===== config.mk =====
export PLATFORM = sky130hd
export DESIGN_NAME = uart16550_regs
export DESIGN_NICKNAME = d
export VERILOG_FILES = /design/src/rtl/uart16550_regs.sv
export SDC_FILE = /design/constraint.sdc
export NUM_CORES = 1
export LEC_CHECK = 0
export CAP_MARGIN = 5
export CORE_UTILIZATION = 45
export CTS_CLUSTER_DIAMETER = 50
export DETAILED_ROUTE_END_ITERATION = 8
export GPL_TIMING_DRIVEN = 0
export HOLD_SLACK_MARGIN = 0.05
export SYNTH_ARGS = -nofsm -noshare
export SYNTH_HDL_FRONTEND = slang
export SYNTH_SLANG_ARGS = --single-unit

===== constraint.sdc =====
create_clock -name clk -period 5 [get_ports clk]
set_clock_uncertainty 0.05 [all_clocks]
set_input_delay 1 -clock clk [delete_from_list [all_inputs] [get_ports clk]]
set_output_delay 1 -clock clk [all_outputs]
set_load 0.02 [all_outputs]

===== src/rtl/uart16550_regs.sv =====
// 16550-style UART register file with 16x baud generator, 8N1 TX/RX engines, modem status and interrupts.
// Latency: writes commit on the strobe edge; reads return registered data one edge after the strobe.
// Backpressure: none; the bus side strobes are single-cycle and always accepted.
// Ports: clk/wb_rst_i (async active-low), wb_addr_i/wb_dat_i/wb_we_i/wb_re_i -> wb_dat_o register access,
//        modem_inputs {cts,dsr,ri,dcd}, srx_pad_i serial in, stx_pad_o serial out,
//        rts_pad_o/dtr_pad_o from MCR, int_o interrupt (high while IIR[0]=0).
module uart16550_regs (
  input  logic       clk,
  input  logic       wb_rst_i,
  input  logic [2:0] wb_addr_i,
  input  logic [7:0] wb_dat_i,
  output logic [7:0] wb_dat_o,
  input  logic       wb_we_i,
  input  logic       wb_re_i,
  input  logic [3:0] modem_inputs,
  output logic       stx_pad_o,
  input  logic       srx_pad_i,
  output logic       rts_pad_o,
  output logic       dtr_pad_o,
  output logic       int_o
);

  typedef enum logic [1:0] {RX_IDLE, RX_START, RX_DATA, RX_STOP} rx_state_t;

  logic [3:0]  ier;
  logic [7:0]  lcr;
  logic [4:0]  mcr;
  logic [7:0]  scr, dll, dlm, rbr, thr;
  logic        dr, oe, fe, thre, temt, thre_pend;
  logic [3:0]  modem_q;
  logic        d_cts, d_dsr, teri, d_dcd;

  logic [15:0] baud_cnt;
  logic [15:0] divisor;
  logic        tick;

  logic        tx_busy, tx_line;
  logic [8:0]  tx_shift;
  logic [3:0]  tx_bitcnt, tx_tick;
  logic        tx_load, tx_done;

  logic        rx_s1, rx_s2, rx_s3;
  rx_state_t   rx_state;
  logic [3:0]  rx_tick;
  logic [2:0]  rx_bits;
  logic [7:0]  rx_shift;
  logic        rx_done, rx_fe;

  logic        dlab, wr_thr, wr_ier, rd_rbr, rd_iir, rd_lsr, rd_msr;
  logic [3:0]  modem_chg;
  logic        teri_evt;
  logic [7:0]  lsr, msr, iir, rd_mux;

  assign dlab      = lcr[7];
  assign wr_thr    = wb_we_i && (wb_addr_i == 3'd0) && !dlab;
  assign wr_ier    = wb_we_i && (wb_addr_i == 3'd1) && !dlab;
  assign rd_rbr    = wb_re_i && (wb_addr_i == 3'd0) && !dlab;
  assign rd_iir    = wb_re_i && (wb_addr_i == 3'd2);
  assign rd_lsr    = wb_re_i && (wb_addr_i == 3'd5);
  assign rd_msr    = wb_re_i && (wb_addr_i == 3'd6);

  // modem_inputs = {cts, dsr, ri, dcd}
  assign modem_chg = modem_inputs ^ modem_q;
  assign teri_evt  = modem_q[1] & ~modem_inputs[1];

  assign lsr = {1'b0, temt, thre, 1'b0, fe, 1'b0, oe, dr};
  assign msr = {modem_inputs[0], modem_inputs[1], modem_inputs[2], modem_inputs[3],
                d_dcd, teri, d_dsr, d_cts};

  always_comb begin
    iir = 8'h01;
    if (ier[2] && (oe || fe))
      iir = 8'h06;
    else if (ier[0] && dr)
      iir = 8'h04;
    else if (ier[1] && thre_pend)
      iir = 8'h02;
    else if (ier[3] && (d_cts || d_dsr || teri || d_dcd))
      iir = 8'h00;
  end

  always_comb begin
    rd_mux = 8'h00;
    case (wb_addr_i)
      3'd0: rd_mux = dlab ? dll : rbr;
      3'd1: rd_mux = dlab ? dlm : {4'b0, ier};
      3'd2: rd_mux = iir;
      3'd3: rd_mux = lcr;
      3'd4: rd_mux = {3'b0, mcr};
      3'd5: rd_mux = lsr;
      3'd6: rd_mux = msr;
      3'd7: rd_mux = scr;
      default: rd_mux = 8'h00;
    endcase
  end

  assign int_o     = ~iir[0];
  assign rts_pad_o = mcr[1];
  assign dtr_pad_o = mcr[0];
  assign stx_pad_o = tx_line & ~lcr[6];

  // Baud generator: the counter only reloads from the divisor when it expires,
  // so a divisor change mid-frame lands at the next reload.
  assign divisor = {dlm, dll};
  assign tick    = (divisor != 16'd0) && (baud_cnt == 16'd0);

  always_ff @(posedge clk or negedge wb_rst_i) begin
    if (!wb_rst_i)
      baud_cnt <= 16'd0;
    else if (divisor == 16'd0)
      baud_cnt <= 16'd0;
    else if (baud_cnt == 16'd0)
      baud_cnt <= divisor - 16'd1;
    else
      baud_cnt <= baud_cnt - 16'd1;
  end

  // Transmitter: the load cycle drives the start bit; every bit then lasts 16 ticks.
  assign tx_load = !thre && !tx_busy;
  assign tx_done = tx_busy && tick && (tx_tick == 4'd15) && (tx_bitcnt == 4'd9);

  always_ff @(posedge clk or negedge wb_rst_i) begin
    if (!wb_rst_i) begin
      tx_busy   <= 1'b0;
      tx_line   <= 1'b1;
      tx_shift  <= 9'd0;
      tx_bitcnt <= 4'd0;
      tx_tick   <= 4'd0;
    end else if (tx_load) begin
      tx_busy   <= 1'b1;
      tx_line   <= 1'b0;
      tx_shift  <= {1'b1, thr};
      tx_bitcnt <= 4'd0;
      tx_tick   <= 4'd0;
    end else if (tx_busy && tick) begin
      if (tx_tick == 4'd15) begin
        tx_tick <= 4'd0;
        if (tx_bitcnt == 4'd9) begin
          tx_busy <= 1'b0;
          tx_line <= 1'b1;
        end else begin
          tx_line   <= tx_shift[0];
          tx_shift  <= {1'b1, tx_shift[8:1]};
          tx_bitcnt <= tx_bitcnt + 4'd1;
        end
      end else begin
        tx_tick <= tx_tick + 4'd1;
      end
    end
  end

  // Receiver: rx_s3 is the previous synchronised sample, used only for edge detection.
  always_ff @(posedge clk or negedge wb_rst_i) begin
    if (!wb_rst_i) begin
      rx_s1    <= 1'b1;
      rx_s2    <= 1'b1;
      rx_s3    <= 1'b1;
      rx_state <= RX_IDLE;
      rx_tick  <= 4'd0;
      rx_bits  <= 3'd0;
      rx_shift <= 8'd0;
      rx_done  <= 1'b0;
      rx_fe    <= 1'b0;
    end else begin
      rx_s1   <= srx_pad_i;
      rx_s2   <= rx_s1;
      rx_s3   <= rx_s2;
      rx_done <= 1'b0;
      case (rx_state)
        RX_IDLE: begin
          if (rx_s3 && !rx_s2) begin
            rx_state <= RX_START;
            rx_tick  <= 4'd0;
          end
        end
        RX_START: begin
          if (tick) begin
            if (rx_tick == 4'd7) begin
              rx_tick <= 4'd0;
              rx_bits <= 3'd0;
              // still high at mid start bit: treat as a glitch
              rx_state <= rx_s2 ? RX_IDLE : RX_DATA;
            end else begin
              rx_tick <= rx_tick + 4'd1;
            end
          end
        end
        RX_DATA: begin
          if (tick) begin
            if (rx_tick == 4'd15) begin
              rx_tick  <= 4'd0;
              rx_shift <= {rx_s2, rx_shift[7:1]};
              if (rx_bits == 3'd7)
                rx_state <= RX_STOP;
              else
                rx_bits <= rx_bits + 3'd1;
            end else begin
              rx_tick <= rx_tick + 4'd1;
            end
          end
        end
        RX_STOP: begin
          if (tick) begin
            if (rx_tick == 4'd15) begin
              rx_tick  <= 4'd0;
              rx_done  <= 1'b1;
              rx_fe    <= ~rx_s2;
              rx_state <= RX_IDLE;
            end else begin
              rx_tick <= rx_tick + 4'd1;
            end
          end
        end
        default: rx_state <= RX_IDLE;
      endcase
    end
  end

  // Register file and status. Where an event and a clearing read meet on
  // the same edge the event wins.
  always_ff @(posedge clk or negedge wb_rst_i) begin
    if (!wb_rst_i) begin
      ier       <= 4'd0;
      lcr       <= 8'h03;
      mcr       <= 5'd0;
      scr       <= 8'd0;
      dll       <= 8'd0;
      dlm       <= 8'd0;
      rbr       <= 8'd0;
      thr       <= 8'd0;
      wb_dat_o  <= 8'd0;
      dr        <= 1'b0;
      oe        <= 1'b0;
      fe        <= 1'b0;
      thre      <= 1'b1;
      temt      <= 1'b1;
      thre_pend <= 1'b0;
      modem_q   <= 4'd0;
      d_cts     <= 1'b0;
      d_dsr     <= 1'b0;
      teri      <= 1'b0;
      d_dcd     <= 1'b0;
    end else begin
      if (wb_we_i) begin
        case (wb_addr_i)
          3'd0: if (dlab) dll <= wb_dat_i; else thr <= wb_dat_i;
          3'd1: if (dlab) dlm <= wb_dat_i; else ier <= wb_dat_i[3:0];
          3'd3: lcr <= wb_dat_i;
          3'd4: mcr <= wb_dat_i[4:0];
          3'd7: scr <= wb_dat_i;
          default: ;
        endcase
      end
      if (wb_re_i)
        wb_dat_o <= rd_mux;

      // A THR write on the load edge refills THR, so THRE never rises there.
      if (wr_thr)
        thre <= 1'b0;
      else if (tx_load)
        thre <= 1'b1;

      if (tx_load)
        temt <= 1'b0;
      else if (tx_done && thre && !wr_thr)
        temt <= 1'b1;

      thre_pend <= (tx_load && !wr_thr) ||
                   (wr_ier && wb_dat_i[1] && thre) ||
                   (thre_pend && !wr_thr && !(rd_iir && (iir == 8'h02)));

      if (rx_done)
        rbr <= rx_shift;
      dr <= rx_done || (dr && !rd_rbr);
      oe <= (rx_done && dr && !rd_rbr) || (oe && !rd_lsr);
      fe <= (rx_done && rx_fe) || (fe && !rd_lsr);

      modem_q <= modem_inputs;
      d_cts   <= modem_chg[3] || (d_cts && !rd_msr);
      d_dsr   <= modem_chg[2] || (d_dsr && !rd_msr);
      teri    <= teri_evt     || (teri  && !rd_msr);
      d_dcd   <= modem_chg[0] || (d_dcd && !rd_msr);
    end
  end

endmodule


==> run metrics <==
compound-cell area share of the yosys netlist=between 10% and 20%; uppermost routed layer=met4; WP data required=3950 ps; number of setup violations in the final report=0; Post-Syn Area=6670 um2; timing-limited maximum frequency=0.301 GHz; count of standard-cell rows=44; Core Area=14,500 um2; total clock sinks=136; Clock Latency Late Sink=420 ps; simple-gate share of the synthesized area=13.9%; number of DRC markers after the initial detailed-route iteration=364; initial antenna violation count=0; Layout Nets=around 670; # port buffers=28; final-layout worst hold slack=309 ps; routed via count=4,820; endpoint with the worst hold slack=rx_s2$_DFF_PN1_; vias in the first global route=4,799; via/cell ratio=5.77; Reg2Reg Setup Slack=1740 ps; shortest period the worst path allows=3320 ps; share of final-layout standard cells stronger than drive strength 1=a little over a fifth; number of cells on the worst hold path=0; Global Route Usage Sum=a little under a quarter; type of the worst min-delay path=flop to flop; multiplexer share of the synthesized area=17.0%; number of cells traversed by the worst register-to-register path=13; launching element type of the critical path=flop; Post-CTS Resized=0; async set or reset register ratio after synthesis=100%; starting density of the core=roughly 46%; router iterations before antenna repair=5; largest driver fanout on the critical path=3; Slew Limit Headroom=between 30% and 40%; Num CTS Buffers=17; global-route wire length before repair=between 20,000 and 30,000 um; total nets after synthesis=618; vertical die dimension=124 um; DRC errors left=0; half-perimeter wire length after placement=11,200 um; YS warnings=0; clock tree from TritonCTS=yes; number of buffers added for setup after CTS=0; outcome=complete, no violations; origin of the critical flop-to-flop path=baud_cnt[9]$_DFF_PN0_; post-route design area=a little under 8000 um2; global route total overflow=0; n_diodes=0; Max VDD drop=around 0.23 mV; Yosys cell types=64; detailed-route wire length per cell=19.3 um; top-level I/O count=32; most common flop cell mapped by yosys=sky130_fd_sc_hd__dfrtp_1; most common library cell in the layout ignoring fill and taps=sky130_fd_sc_hd__dfrtp_1; Die Width=124 um; Worst setup EP type=output pin; Crit Path Category=flop to output pin; CTS Hold Bufs=0; Synth Area in Adders=1.31%; CTS HTree Levels=4; dominant combinational cell family by area after synthesis=multiplexers; DR WL met3=approximately 630 um; post-route ant nets=0; number of enable-type register cells in the synthesized netlist=0; maximum buffer depth of the clock tree=2; clock tree root driver cell=sky130_fd_sc_hd__clkbuf_16; Leakage Power=roughly 3.3 nW; fin. max-slew vios=0; Final GP Congestion=0.854; overall die area=approximately 15,000 um2; actual slew at the worst max-slew pin=around 960 ps; endpoints failing hold=0; number of max-capacitance violations reported=0; area occupied by multi-input gates=3100 um2; RSZ-0062 raised after global routing=no; number of fill cells=1,216; worst path arrival time=2270 ps; Power Dens Cells=a little under 500 nW/um2; largest net degree at the start of global routing=96; Post-Route M1 WL=between 7000 and 8000 um; clock-pin slew on the worst setup and hold paths=60 ps; Hold Startpoint=rx_s1$_DFF_PN1_; mean cell area of the mapped netlist=11.3 um2; most frequent cells in the layout=128 x sky130_fd_sc_hd__dfrtp_1, 73 x sky130_fd_sc_hd__mux2_2, 44 x sky130_fd_sc_hd__nand2_1, 39 x sky130_fd_sc_hd__nor2_1, 38 x sky130_fd_sc_hd__a21oi_1; Gate Count Post-Synth=591; endpoint of the most critical register-to-register path=baud_cnt[14]$_DFF_PN0_; post-detailed-routing wire length=16,100 um; detailed route wirelength on metal2=7600 um; Area Growth Syn to Fin=17.5%; share of the cycle needed by the critical path after routing=about 66%; xor-xnor portion of the synthesized cell area=1.84%; Area after DPL=7210 um2; synthesis-stage register bit count=between 100 and 150; Register Area=3410 um2; sequential area share after synthesis=a little over 50%
worst max-delay path, cell delays in order, from the launching register on:
cell and delay (ps):
sky130_fd_sc_hd__dfrtp_1 410, sky130_fd_sc_hd__or4_1 520, sky130_fd_sc_hd__a221o_1 370, sky130_fd_sc_hd__clkdlybuf4s50_1 550
cell type report:
cell class	instances	share of cell area, %
Timing Repair Buffer	29	3.94
Sequential cell	136	43.6
Buffer	28	1.58
Tap cell	184	2.94
Clock buffer	18	5.48
Clock inverter	14	2.54
Inverter	10	0.479
Multi-Input combinational cell	417	39.5
where the power goes:
part	total (mW)	internal, mW	switching, mW
Combinational	0.901	0.417	0.483
Clock	1.33	0.837	0.490
Sequential	1.63	1.35	0.274
cell families (layout without fill, tap and decap cells):
kind of cell               Yosys count  after routing
adders and majority gates            7              7
DFF                                136            136
buffers and inverters               38             99
muxes                              100            100
and+or+nand+nor                    171            171
xor gates and xnor gates            14             14
AOI/OAI and AO/OA                  125            125
sequential cells by signal (all words and copies together) (netlist names), 3 cells and up, named ones only:
register and flops:
baud_cnt 16, tx_shift 9, dll 8, dlm 8, lcr 8, rbr 8, rx_shift 8, scr 8
thr 8, wb_dat_o 8, mcr 5, ier 4, modem_q 4, rx_tick 4, tx_bitcnt 4, tx_tick 4
rx_bits 3
stage by stage:
| step | utilization, % | std cells | TNS [ps] | setup WS, ps | total power, mW |
|---|---|---|---|---|---|
| 5_1_grt | 54.1 | 836 | 0 | 1600 | 4.06 |
| 3_3_place_gp | 49.6 | 803 | -320100 | -2470 | 2.50 |
| 3_5_place_dp | 49.8 | 804 | 0 | 1600 | 2.53 |
| 6_report | 54.1 | 836 | 0 | 1680 | 3.85 |
| 4_1_cts | 54.1 | 836 | 0 | 1640 | 3.87 |
| 2_1_floorplan | - | 591 | 0 | 2070 | 2.22 |
synth_stat cells, drive strengths merged (8+ instances only):
library cell,instances,share of area [%]
clkbuf,16,0.90
a221oi,9,1.2
o21ai,31,2.4
nor2,39,2.2
dfstp,8,3.2
mux2i,14,2.1
mux2,84,14
nor3,23,2.2
xnor2,8,1.1
dfrtp,128,48
a21oi,38,2.9
nor4,10,1.4
nand2,45,2.6
a22oi,10,1.1
buf,12,0.96
inv,10,0.56
how the worst max path moves through the flow:
stage	from	endpoint	slack (ps)	depth (start not counted)
finish	d_dcd$_DFF_PN0_	int_o	1680	3
floorplan	baud_cnt[9]$_DFF_PN0_	baud_cnt[14]$_DFF_PN0_	2070	13
global placement	wb_rst_i	rbr[3]$_DFFE_PN0P_	-2470	1
detailed placement	wb_addr_i[2]	dll[3]$_DFFE_PN0P_	1600	5
global route	baud_cnt[9]$_DFF_PN0_	baud_cnt[14]$_DFF_PN0_	1600	13
CTS	d_dcd$_DFF_PN0_	int_o	1640	3
metal layers:
metal | GRT usage (%) | vias to the layer above
met5 | 0 | -
met4 | 8.96 | 0
met3 | 4.99 | 27
met1 | 32.1 | 2392
li1 | - | 2280
met2 | 35.3 | 121
Power figures use the tool's default switching activity.
